`src/rtl/traffic_sensor_conditioner.sv`:
```
// Two-channel loop-detector conditioner: synchronize, debounce, bridge short gaps.
// Define TRAFFIC_COUNT_EN to build the saturating per-channel vehicle counters.
module traffic_sensor_conditioner #(
  parameter int DEBOUNCE_CYCLES = 4,
  parameter int HOLD_CYCLES     = 8
) (
  input  logic       clk,
  input  logic       reset,
  input  logic       sensor_A_raw,
  input  logic       sensor_B_raw,
  input  logic       cnt_clr,
  output logic       traffic_A,
  output logic       traffic_B,
  output logic [7:0] veh_cnt_A,
  output logic [7:0] veh_cnt_B,
  output logic [3:0] state_dbg_o
);

  typedef enum logic [1:0] {
    IDLE   = 2'd0,
    ARMING = 2'd1,
    ACTIVE = 2'd2,
    HOLD   = 2'd3
  } state_e;

  localparam logic [7:0] DEB_LAST  = 8'(DEBOUNCE_CYCLES - 1);
  localparam logic [7:0] HOLD_LAST = 8'(HOLD_CYCLES - 1);

  logic [1:0] raw_w;
  logic [1:0] traffic_w;
  logic [1:0] inc_w;

  assign raw_w = {sensor_B_raw, sensor_A_raw};

  for (genvar g = 0; g < 2; g++) begin : g_ch
    logic       sync1_q;
    logic       sync2_q;
    state_e     state_q;
    state_e     state_d;
    logic [7:0] cnt_q;
    logic [7:0] cnt_d;
    logic       traffic_q;
    logic       traffic_d;

    always_ff @(posedge clk or negedge reset) begin
      if (!reset) begin
        sync1_q <= 1'b0;
        sync2_q <= 1'b0;
      end else begin
        sync1_q <= raw_w[g];
        sync2_q <= sync1_q;
      end
    end

    always_ff @(posedge clk or negedge reset) begin
      if (!reset) begin
        state_q   <= IDLE;
        cnt_q     <= 8'd0;
        traffic_q <= 1'b0;
      end else begin
        state_q   <= state_d;
        cnt_q     <= cnt_d;
        traffic_q <= traffic_d;
      end
    end

    // cnt counts consecutive high samples in ARMING and low samples in HOLD.
    always_comb begin
      state_d = state_q;
      cnt_d   = cnt_q;
      case (state_q)
        IDLE: begin
          if (sync2_q) begin
            state_d = ARMING;
            cnt_d   = 8'd1;
          end
        end
        ARMING: begin
          if (!sync2_q) begin
            state_d = IDLE;
          end else if (cnt_q == DEB_LAST) begin
            state_d = ACTIVE;
          end else begin
            cnt_d = cnt_q + 8'd1;
          end
        end
        ACTIVE: begin
          if (!sync2_q) begin
            state_d = HOLD;
            cnt_d   = 8'd1;
          end
        end
        HOLD: begin
          if (sync2_q) begin
            state_d = ACTIVE;
          end else if (cnt_q == HOLD_LAST) begin
            state_d = IDLE;
          end else begin
            cnt_d = cnt_q + 8'd1;
          end
        end
        default: begin
          state_d = IDLE;
          cnt_d   = 8'd0;
        end
      endcase
    end

    // Output is decoded from the next state so the register tracks the state exactly.
    always_comb begin
      traffic_d = (state_d == ACTIVE) || (state_d == HOLD);
      inc_w[g]  = (state_q == ARMING) && (state_d == ACTIVE);
    end

    assign traffic_w[g]          = traffic_q;
    assign state_dbg_o[2*g +: 2] = state_q;
  end

  assign traffic_A = traffic_w[0];
  assign traffic_B = traffic_w[1];

`ifdef TRAFFIC_COUNT_EN
  logic [7:0] veh_q [2];
  logic [7:0] veh_d [2];

  // Clear wins over a same-cycle new vehicle; the count sticks at 255.
  always_comb begin
    for (int i = 0; i < 2; i++) begin
      veh_d[i] = veh_q[i];
      if (cnt_clr) begin
        veh_d[i] = 8'd0;
      end else if (inc_w[i] && (veh_q[i] != 8'hFF)) begin
        veh_d[i] = veh_q[i] + 8'd1;
      end
    end
  end

  always_ff @(posedge clk or negedge reset) begin
    if (!reset) begin
      veh_q[0] <= 8'd0;
      veh_q[1] <= 8'd0;
    end else begin
      veh_q[0] <= veh_d[0];
      veh_q[1] <= veh_d[1];
    end
  end

  assign veh_cnt_A = veh_q[0];
  assign veh_cnt_B = veh_q[1];
`else
  logic unused_cnt_inputs;

  assign unused_cnt_inputs = cnt_clr ^ (^inc_w);
  assign veh_cnt_A         = 8'd0;
  assign veh_cnt_B         = 8'd0;
`endif

endmodule

```
`config.mk`:
```
export PLATFORM = sky130hd
export DESIGN_NAME = traffic_sensor_conditioner
export DESIGN_NICKNAME = d
export VERILOG_FILES = /design/src/rtl/traffic_sensor_conditioner.sv
export SDC_FILE = /design/constraint.sdc
export NUM_CORES = 1
export LEC_CHECK = 0
export ABC_CLOCK_PERIOD_IN_PS = 4000
export CAP_MARGIN = 10
export CORE_UTILIZATION = 35
export CTS_BUF_LIST = sky130_fd_sc_hd__clkbuf_4 sky130_fd_sc_hd__clkbuf_8 sky130_fd_sc_hd__clkbuf_16
export CTS_CLUSTER_DIAMETER = 200
export CTS_CLUSTER_SIZE = 20
export DETAILED_ROUTE_END_ITERATION = 8
export RECOVER_POWER = 25
export SYNTH_ARGS = -nofsm -noshare
export SYNTH_HDL_FRONTEND = slang
export SYNTH_SLANG_ARGS = --single-unit
```
`constraint.sdc`:
```
create_clock -name clk -period 4 [get_ports clk]
set_input_delay 0.4 -clock clk [delete_from_list [all_inputs] [get_ports clk]]
set_output_delay 0.4 -clock clk [all_outputs]
set_load 0.01 [all_outputs]
```
==> results of run 1 <==
sequential cells by signal (all words and copies together) (netlist names):
signal	flops
g_ch.state_q	4
g_ch.cnt_q	16
g_ch.sync1_q	2
g_ch.sync2_q	2
traffic_B	1
metrics by stage:
stage	total power (uW)	util (%)	instance area, sq um	hold WS, ps
2_1_floorplan	538	-	1500	104
3_5_place_dp	579	39.6	1500	336
6_report	728	41.0	1560	353
3_3_place_gp	570	39.6	1500	333
4_1_cts	736	40.9	1550	357
5_1_grt	791	41.0	1560	360
logic make-up (layout without fill, tap and decap cells):
logic type | Yosys count | count (layout)
multiplexers | 4 | 4
other | 1 | 16
AND/OR/NAND/NOR | 54 | 54
AO/OA/AOI/OAI | 33 | 33
adder cells (fa/ha/maj) | 2 | 2
flip-flops | 25 | 25
XOR/XNOR | 2 | 2
buffers and inverters | 25 | 18
area by class of cell:
cell class                 instances  share of cell area, %
tap                               48                   3.86
clock buffer                       4                   3.14
sequential                        25                   40.2
inverter                           4                  0.965
multi-input combinational        111                   45.8
timing repair buffer              10                   6.03
report_power, final:
part	internal, uW	switching, uW	total (uW)
combinational	104	110	214
sequential	295	65.0	360
clock	77.9	76.1	154
worst register-to-register path, delay by kind of cell (launching register included):
family	cells	cell delay [ps]
simple gates	2	860
flops	1	530
compound gates	2	850
synth_stat cells, drive strengths merged:
| cell type | instances |
|---|---|
| nor2b | 3 |
| nor4b | 1 |
| o211ai | 1 |
| nand2 | 14 |
| or2 | 1 |
| a21oi | 3 |
| a41oi | 1 |
| nand3 | 12 |
| a2bb2oi | 1 |
| o311ai | 2 |
| o31ai | 4 |
| a211oi | 1 |
| dfrtp | 25 |
| ha | 2 |
| o221ai | 1 |
| buf | 19 |
| nor3 | 2 |
| conb | 1 |
| nor2 | 1 |
| nand4 | 2 |
| and2 | 5 |
| xor2 | 1 |
| o21a | 2 |
| mux2i | 4 |
| xnor2 | 1 |
| nand2b | 6 |
| o41ai | 3 |
| a22o | 1 |
| inv | 4 |
| a32o | 1 |
| o21bai | 1 |
| o22ai | 1 |
| nand3b | 3 |
| o21ai | 10 |
| clkbuf | 2 |
| or3b | 1 |
| or4b | 3 |
routing by layer:
metal	vias up	part of all wire (%)	global-route usage, %
li1	510	-	-
met2	18	50	22.2
met5	-	0	0
met4	0	0.57	3.99
met3	2	3.2	4.14
met1	492	46	15.4
layout by cell type, fill, tap and decap left out, types with 2 or more instances in the layout:
| cell type | count |
|---|---|
| sky130_fd_sc_hd__dfrtp_1 | 25 |
| sky130_fd_sc_hd__conb_1 | 16 |
| sky130_fd_sc_hd__nand2_1 | 14 |
| sky130_fd_sc_hd__nand3_1 | 12 |
| sky130_fd_sc_hd__o21ai_0 | 9 |
| sky130_fd_sc_hd__nand2b_1 | 6 |
| sky130_fd_sc_hd__clkdlybuf4s50_1 | 6 |
| sky130_fd_sc_hd__and2_1 | 4 |
| sky130_fd_sc_hd__mux2i_1 | 4 |
| sky130_fd_sc_hd__nor2b_1 | 3 |
| sky130_fd_sc_hd__inv_1 | 3 |
| sky130_fd_sc_hd__o31ai_1 | 3 |
| sky130_fd_sc_hd__a21oi_1 | 3 |
| sky130_fd_sc_hd__nand3b_1 | 3 |
| sky130_fd_sc_hd__clkbuf_8 | 3 |
| sky130_fd_sc_hd__dlygate4sd3_1 | 3 |
| sky130_fd_sc_hd__nor3_1 | 2 |
| sky130_fd_sc_hd__o21a_1 | 2 |
| sky130_fd_sc_hd__o41ai_1 | 2 |
| sky130_fd_sc_hd__nand4_1 | 2 |
| sky130_fd_sc_hd__o311ai_1 | 2 |
| sky130_fd_sc_hd__ha_1 | 2 |
final timing paths:
kind	startpoint	end	slack, ps	depth (start not counted)
max	g_ch[0].state_q[0]	g_ch[0].cnt_q[5]	1640	4
min	g_ch[0].sync1_q	g_ch[0].sync2_q	350	0
max reg2reg	g_ch[0].state_q[0]	g_ch[0].cnt_q[5]	1640	4
min reg2reg	g_ch[0].sync1_q	g_ch[0].sync2_q	350	0
max in group asynchronous	reset	g_ch[1].cnt_q[5]	2300	2
min in group asynchronous	reset	g_ch[0].state_q[1]	460	1
==> implementation parameters, run 1 <==
Parameter                              Value

Logic synthesis
  Post-synthesis share of cell area spent on and, or, nand and nor gates ... 21.4%
  Area fraction in compound gates after synthesis ... 18.1%
  Area share of fa/ha/maj cells after synthesis ... 1.73%
  Flip-flop and latch count after synthesis ... 25
  Mux share of post-synthesis cell area ... 2.78%
  Portion of synthesized cell area occupied by the leading cell type ... 43.4%
  Top cells by area, synth ... sky130_fd_sc_hd__dfrtp_1 43%, sky130_fd_sc_hd__buf_4 8.8%, sky130_fd_sc_hd__nand3_1 4.2%
  Sequential-to-total area share from yosys stat ... 43.4%
  Cells after synthesis ... 146
  Total of warnings raised by yosys ... 0
  Synthesized-area fraction occupied by xor and xnor cells ... 1.21%
  Average instance area after synthesis ... 9.88 sq um
  Combinational family with the most area after synthesis ... simple AND/OR/NAND/NOR gates
  Library cell occupying the most area in the post-synthesis netlist ... sky130_fd_sc_hd__dfrtp_1
  Netlist area before placement ... 1440 sq um
  Unique masters post-synth ... 45

Route
  Detailed-route wire length ... 2440 microns
  Avg Vias per Cell ... 5.06
  Number of DRC markers in iteration 0 ... 59
  Number of iterations in the first detailed-routing pass ... 5
  Average wire per standard cell ... 12.1 microns
  Remaining design rule violation count ... 0
  Via count ... 1,022
  Post-detailed-route count of antenna-violating nets ... 0

Timing
  Fin. Hold Viols ... 0
  Number of setup violations in the final report ... 0
  Post-layout minimum cycle time ... 2360 ps
  Headroom to the max-slew limit ... 31.4%
  Slew Viols, Final ... 0
  Final clock period utilization by the worst path ... 58.9%
  Slew of the pin with the lowest slew margin ... 1030 ps
  Setup TNS ... 0 ps
  Clock Skews ... 2.11 ps
  F_max ... 424 MHz
  Unrepaired setup endpoints after global routing ... no
  Final Worst Setup Slack ... 1640 ps

Place
  Number of placed cells counting well taps ... 197
  Port Buffer Count ... 9
  Final weighted congestion in routability-driven placement ... 0.800
  Post-detailed-placement half-perimeter wirelength ... 1740 microns
  Worst Setup Slack post-DPL ... 1680 ps

CTS
  Clock slew at the register clock pins of the worst setup and hold paths ... 80 ps
  Root buffer cell ... sky130_fd_sc_hd__clkbuf_8
  Depth of the CTS H-tree ... 1
  TritonCTS buffer count ... 3
  TritonCTS Sinks ... 25
  Post-CTS Setup Repair Bufs ... 0
  Worst-Skew Late Latency ... 260 ps
  Hold_buf cts ... 0
  Post-cts gate resize count ... 0
  CTS tree ... built
  CTS max path bufs ... 2

Flow run
  Count of maximum capacitance violations ... 0

Worst setup path
  CP arrival ... 2510 ps
  Critical Path Start Type ... register
  Category of the worst setup path capture point ... register
  Critical path fanouts, max ... 13
  Ordered cell list for the critical path ... or4b_1 > o31ai_2 > nand2b_1 > o41ai_1
  Slowest Stage Delay on Critical Path ... 730 ps
  Critical-path cell with the highest stage delay ... sky130_fd_sc_hd__o31ai_2
  Top Family by Delay on Critical Path ... simple AND/OR/NAND/NOR gates
  Worst endpoint required time ... 4150 ps
  Class of the most critical setup path ... reg -> reg
  Buffer and inverter count on the worst path ... 0

Die
  Placement Rows ... 22
  Vertical die dimension ... 66.2 microns
  Die width ... 66.2 microns
  Top-Level Pins ... 27
  Placeable core region ... 3800 sq um
  Initial core utilization ... 38.0%
  Die area ... 4380 sq um

Hold path
  Path type of the worst min-delay path ... reg -> reg

Global routing
  Largest net degree at the start of global routing ... 26
  Global-route wire length before repair ... 4350 microns
  Antenna violations before repair ... 0
  Number of global-route vias before repair ... 977
  Global-route usage over all layers ... 13.0%
  Total congestion overflow ... 0

Finish
  Non-filler instance count after layout ... 202
  Layout filler cell count ... 372
  # nets final ... 162
  P&R area growth vs syn ... 7.89%
  Multi-input logic area ... 713 sq um
  Share of layout cells above drive strength 1 ... 9.09%
  Register area ... 626 sq um
  Inserted Diodes ... 0

Pwr
  Power per standard cell area ... 468 nW/um^2
  Leakage power summed over all cells ... 0.000618 uW
  Worst voltage drop across the vdd grid ... 0.000243 V

Status
  Run status ... finished clean
Power figures use the tool's default switching activity.
==> run 2, diff against run 1 <==
--- a/config.mk
+++ b/config.mk
@@ -5,7 +5,7 @@
 export SDC_FILE = /design/constraint.sdc
 export NUM_CORES = 1
 export LEC_CHECK = 0
-export ABC_CLOCK_PERIOD_IN_PS = 4000
+export ABC_CLOCK_PERIOD_IN_PS = 2000
 export CAP_MARGIN = 10
 export CORE_UTILIZATION = 35
 export CTS_BUF_LIST = sky130_fd_sc_hd__clkbuf_4 sky130_fd_sc_hd__clkbuf_8 sky130_fd_sc_hd__clkbuf_16
==> constraint.sdc (replaced) <==
create_clock -name clk -period 2 [get_ports clk]
set_input_delay 0.2 -clock clk [delete_from_list [all_inputs] [get_ports clk]]
set_output_delay 0.2 -clock clk [all_outputs]
set_load 0.01 [all_outputs]
==> run 2 against run 1 <==
  * Worst setup slack worse by 1500 ps
  * Cell area up 7.5%
  * Via count up 6.6%
  * Sequential power up 83%
  * Worst hold slack better by 7.9 ps
  * Final cell count up 6.9%
==> implementation parameters, run 2 (synthesized netlist as in run 1, its figures left out) <==
Parameter                              Value

Finish
  Multi-input logic area ... 724 sq um
  Inserted Diodes ... 0
  Register area ... 626 sq um
  Share of layout cells above drive strength 1 ... 17.3%
  Max FFs per register ... 16
  Layout filler cell count ... 363
  P&R area growth vs syn ... 16.0%
  Most common cell after layout, fill and taps aside ... sky130_fd_sc_hd__dfrtp_1
  Most used cells in the layout excluding fill and tap cells ... 25 x sky130_fd_sc_hd__dfrtp_1, 16 x sky130_fd_sc_hd__conb_1, 14 x sky130_fd_sc_hd__nand2_1, 14 x sky130_fd_sc_hd__buf_4, 12 x sky130_fd_sc_hd__nand3_1
  Biggest regs ... g_ch.cnt_q x16, g_ch.state_q x4
  # nets final ... 176
  Reg with most FFs ... g_ch.cnt_q
  Final core utilization ... 44.0%

Global routing
  Number of global-route vias before repair ... 1,070
  Fraction of met1 tracks used by global routing ... 15.4%
  Total congestion overflow ... 0
  Global-route usage over all layers ... 14.0%
  Largest net degree at the start of global routing ... 26
  Global-route layer with the greatest usage ... met2
  Met2 Track Usage GR ... 27.2%
  Antenna violations before repair ... 0
  Global-route wire length before repair ... 4710 microns
  Met3 demand-to-capacity share in global routing ... 3.62%

Flow run
  Count of maximum capacitance violations ... 0

CTS
  CTS max path bufs ... 2
  Root buffer cell ... sky130_fd_sc_hd__clkbuf_8
  CTS tree ... built
  TritonCTS buffer count ... 3
  TritonCTS Sinks ... 25
  Clock slew at the register clock pins of the worst setup and hold paths ... 90 ps
  Depth of the CTS H-tree ... 1
  Hold_buf cts ... 0
  Worst-Skew Late Latency ... 270 ps

Route
  Post-detailed-route count of antenna-violating nets ... 0
  Avg Vias per Cell ... 5.04
  Detailed-route wire length ... 2760 microns
  Via count ... 1,089
  Average wire per standard cell ... 12.8 microns
  Number of iterations in the first detailed-routing pass ... 4
  Remaining design rule violation count ... 0
  Number of DRC markers in iteration 0 ... 42

Die
  Placement Rows ... 22
  Die area ... 4380 sq um
  Die width ... 66.2 microns
  Vertical die dimension ... 66.2 microns
  Initial core utilization ... 38.0%
  Placeable core region ... 3800 sq um
  Top-Level Pins ... 27

Pwr
  Net Switching ... 553 uW
  Part of the total power dissipated in the clock network ... 19.3%
  Power share of the combinational group ... 38.9%
  Worst voltage drop across the vdd grid ... 0.000694 V
  Power per standard cell area ... 943 nW/um^2
  Sw frac ... 35.0%
  Leakage power summed over all cells ... 0.000685 uW
  Cell internal pwr ... 1020 uW
  Part of the power in registers ... 41.8%

Worst setup path
  Worst endpoint required time ... 2160 ps
  Critical Path Start Type ... register
  Category of the worst setup path capture point ... register
  Critical path fanouts, max ... 5
  Class of the most critical setup path ... reg -> reg
  CP arrival ... 2060 ps

Timing
  Unrepaired setup endpoints after global routing ... no
  Headroom to the max-slew limit ... 10.4%
  Slew of the pin with the lowest slew margin ... 1340 ps
  Fin. Hold Viols ... 0
  Setup TNS ... 0 ps
  Post-layout minimum cycle time ... 1900 ps
  Number of setup violations in the final report ... 0
  F_max ... 528 MHz
  Clock Skews ... 2.89 ps
  Final clock period utilization by the worst path ... 94.8%
  Slew Viols, Final ... 0

Status
  Run status ... finished clean

Place
  Post-detailed-placement half-perimeter wirelength ... 2070 microns
  Port Buffer Count ... 9
  Final weighted congestion in routability-driven placement ... 0.821

Hold path
  Path type of the worst min-delay path ... reg -> reg
## run 2: cell count changes in the layout (fill, tap and decap cells not counted), sizes merged
cell and change:
clkinvlp +1, clkbuf -1, buf +14
## run 2: stage by stage
stage	power [uW]	std cells	hold slack [ps]	cell area (sq um)	worst slack, ps
floorplan	1080	161	-95.6	1500	36.7
global placement	1240	212	333	1620	144
detailed placement	1280	212	339	1620	108
CTS	1580	216	317	1670	88.0
global route	1690	216	375	1670	12.0
finish	1580	216	361	1670	105
## run 2: worst paths after layout
check,startpoint,end,slack [ps],cells past startpoint
setup / recovery,g_ch[1].cnt_q[0],g_ch[1].cnt_q[0],100,6
hold / removal,g_ch[0].sync1_q,g_ch[0].sync2_q,360,0
setup reg to reg,g_ch[1].cnt_q[0],g_ch[1].cnt_q[0],100,6
hold reg to reg,g_ch[0].sync1_q,g_ch[0].sync2_q,360,0
max in group asynchronous,reset,g_ch[1].sync2_q,440,2
min in group asynchronous,reset,g_ch[0].cnt_q[3],770,2
## run 2: layout make-up
type / count / share of cell area [%]
Clock inverter: 1 / 0.449
Timing Repair Buffer: 24 / 11.9
Clock buffer: 3 / 2.47
Sequential cell: 25 / 37.4
Multi-Input combinational cell: 111 / 43.3
Tap cell: 48 / 3.59
Inverter: 4 / 0.898
## run 2: metal layers
metal  wire length (microns)  up-vias
li1                        -      544
met1                    1210      525
met2                    1460       18
met3                      71        2
met4                      14        0
met5                       0        -
## run 2: critical path, stage by stage (launching register included)
cell	delay, ps
sky130_fd_sc_hd__dfrtp_1	380
sky130_fd_sc_hd__ha_1	180
sky130_fd_sc_hd__or4b_4	500
sky130_fd_sc_hd__o41ai_4	320
sky130_fd_sc_hd__and2_4	250
sky130_fd_sc_hd__inv_2	50
sky130_fd_sc_hd__a2bb2oi_2	120
## run 2: power groups by stage
stage               combinational, uW  clock [uW]  sequential, uW
floorplan                         398           0             678
global placement                  578           0             665
detailed placement                605           0             670
CTS                               606         317             659
global route                      686         337             670
finish                            613         304             660
## run 2: what timing repair did
action                                 4_1_cts  5_1_grt
setup endpoints to repair                    0        5
buffers inserted                             0        0
gates resized for setup                      0        2
endpoints found under the hold margin        0        0
==> run 3, diff against run 2 <==
--- a/config.mk
+++ b/config.mk
@@ -12,7 +12,9 @@
 export CTS_CLUSTER_DIAMETER = 200
 export CTS_CLUSTER_SIZE = 20
 export DETAILED_ROUTE_END_ITERATION = 8
+export GPL_TIMING_DRIVEN = 0
 export RECOVER_POWER = 25
+export SLEW_MARGIN = 20
 export SYNTH_ARGS = -nofsm -noshare
 export SYNTH_HDL_FRONTEND = slang
 export SYNTH_SLANG_ARGS = --single-unit
==> run 3 against run 2 <==
  * Non-clock buffer count is 13 higher
  * Register-to-register slack is essentially flat
  * Count of clock-buffer cells in the layout unchanged
  * Cell area increased by 7.6%
  * Clock power is essentially flat
  * Worst setup slack worse by 7.3 ps
  * Largest cell class unchanged
  * Largest power group unchanged
==> implementation parameters, run 3 (synthesized netlist as in run 1, its figures left out) <==
Parameter                              Value

Pwr
  Power share of the combinational group ... 38.7%
  Worst voltage drop across the vdd grid ... 0.000706 V
  Power per standard cell area ... 900 nW/um^2
  Leakage power summed over all cells ... 0.000758 uW
  Cell internal pwr ... 1040 uW
  Part of the total power dissipated in the clock network ... 18.9%
  Sw frac ... 35.9%
  Part of the power in registers ... 42.4%
  Net Switching ... 581 uW

CTS
  Root buffer cell ... sky130_fd_sc_hd__clkbuf_8
  Worst-Skew Late Latency ... 270 ps
  CTS max path bufs ... 2
  TritonCTS Sinks ... 25
  CTS tree ... built
  Depth of the CTS H-tree ... 1
  TritonCTS buffer count ... 3
  Clock slew at the register clock pins of the worst setup and hold paths ... 90 ps

Finish
  Biggest regs ... g_ch.cnt_q x16, g_ch.state_q x4
  Max FFs per register ... 16
  Non-filler instance count after layout ... 229
  Reg with most FFs ... g_ch.cnt_q
  Inserted Diodes ... 0
  Final core utilization ... 47.4%
  Share of layout cells above drive strength 1 ... 25.4%
  Most common cell after layout, fill and taps aside ... sky130_fd_sc_hd__dfrtp_1
  P&R area growth vs syn ... 24.8%
  Most used cells in the layout excluding fill and tap cells ... 24 x sky130_fd_sc_hd__dfrtp_1, 23 x sky130_fd_sc_hd__buf_4, 16 x sky130_fd_sc_hd__conb_1
  Layout filler cell count ... 363
  # nets final ... 189

Route
  Post-detailed-route count of antenna-violating nets ... 0
  Number of iterations in the first detailed-routing pass ... 4
  Detailed-route wire length ... 2900 microns
  Via count ... 1,147
  Average wire per standard cell ... 12.7 microns
  Avg Vias per Cell ... 5.01
  Remaining design rule violation count ... 0
  Number of DRC markers in iteration 0 ... 40

Worst setup path
  CP arrival ... 2060 ps
  Worst endpoint required time ... 2150 ps
  Critical path fanouts, max ... 6
  Category of the worst setup path capture point ... register
  Launch point of the critical path ... g_ch[1].cnt_q[0]
  Ordered cell list for the critical path ... ha_4 > or4b_4 > o41ai_4 > buf_4 > a211oi_1 > mux2i_1
  Critical Path Start Type ... register
  Worst reg2reg startpoint ... g_ch[1].cnt_q[0]
  Class of the most critical setup path ... reg -> reg
  Top Family by Delay on Critical Path ... simple AND/OR/NAND/NOR gates
  Buffer and inverter count on the worst path ... 1
  Slowest Stage Delay on Critical Path ... 510 ps
  Critical-path cell with the highest stage delay ... sky130_fd_sc_hd__or4b_4

Die
  Top-Level Pins ... 27
  Vertical die dimension ... 66.2 microns
  Initial core utilization ... 38.0%
  Placeable core region ... 3800 sq um
  Die width ... 66.2 microns
  Placement Rows ... 22
  Die area ... 4380 sq um

Timing
  Fin. Hold Viols ... 0
  Slew Viols, Final ... 0
  Clock Skews ... 2.70 ps
  Post-layout minimum cycle time ... 1900 ps
  Headroom to the max-slew limit ... 62.6%
  Final Worst Setup Slack ... 97.6 ps
  Number of setup violations in the final report ... 0
  Slew of the pin with the lowest slew margin ... 561 ps
  Final clock period utilization by the worst path ... 95.1%
  F_max ... 526 MHz

Flow run
  Count of maximum capacitance violations ... 0

Place
  Port Buffer Count ... 9
  Post-detailed-placement half-perimeter wirelength ... 1980 microns
  Worst Setup Slack post-DPL ... -186 ps
  Number of placed cells counting well taps ... 218
  Final weighted congestion in routability-driven placement ... 0.830

Global routing
  Number of global-route vias before repair ... 1,093
  Largest net degree at the start of global routing ... 26
  Antenna violations before repair ... 0
  Total congestion overflow ... 0
  Global-route usage over all layers ... 14.5%
  Global-route wire length before repair ... 4890 microns

Status
  Run status ... finished clean

Hold path
  Path type of the worst min-delay path ... reg -> reg
  Hold path startpoint ... g_ch[1].sync1_q
==> run 3: layer usage <==
| metal | global-route usage, % | wire, microns | up-vias |
|---|---|---|---|
| met1 | 17.0 | 1210 | 557 |
| met4 | 2.13 | 14 | 0 |
| li1 | - | - | 568 |
| met5 | 0 | 0 | - |
| met3 | 3.62 | 94 | 2 |
| met2 | 26.7 | 1590 | 20 |
==> run 3: what timing repair did <==
action                     4_1_cts  5_1_grt
hold buffers                     1        0
hold endpoints to repair        25        0
setup endpoints to repair       13       15
resized for setup                5        7
pin swaps                        1        3
setup buffers                    4        2
==> run 3: power groups by stage <==
stage	registers, uW	clock network [uW]	logic (uW)
global placement	691	0	493
CTS	680	318	584
detailed placement	694	0	511
finish	687	306	627
floorplan	678	0	398
global route	705	336	692
==> run 3: through the flow <==
stage                     instance area [sq um]  hold WS (ps)  power, uW  setup TNS (ps)
after floorplan                            1500         -95.6       1080               0
after detailed placement                   1640           230       1210           -1030
final                                      1800           356       1620               0
after global routing                       1800           373       1730           -1.22
after CTS                                  1750           357       1580               0
after global placement                     1650           335       1180            -672
==> run 3: worst register-to-register path: cells and delay by family (launching register included) <==
kind,cells,cell delay (ps)
AND/OR/NAND/NOR,1,510
flip-flops,1,410
AO/OA/AOI/OAI,2,380
buffers and inverters,1,190
adder cells (fa/ha/maj),1,170
multiplexers,1,130
==> run 3: worst paths after layout <==
check | to | slack (ps) | cells past startpoint
min in group asynchronous | g_ch[0].cnt_q[4] | 440 | 2
worst max-delay path | g_ch[1].cnt_q[7] | 100 | 6
worst min register to register | g_ch[1].sync2_q | 360 | 0
max in group asynchronous | g_ch[1].cnt_q[0] | 1150 | 2
worst min-delay path | g_ch[1].sync2_q | 360 | 0
worst max register to register | g_ch[1].cnt_q[7] | 100 | 6
==> run 3: final cells by class <==
type	instances	area, sq um	share of cell area, %
well taps	48	60.1	3.34
clock inverters	1	5.00	0.278
clock buffers	3	41.3	2.29
multi-input cells	111	761	42.3
repair buffers	16	140	7.78
inverters	4	15.0	0.834
flip-flops and latches	25	627	34.8
plain buffers	21	151	8.41
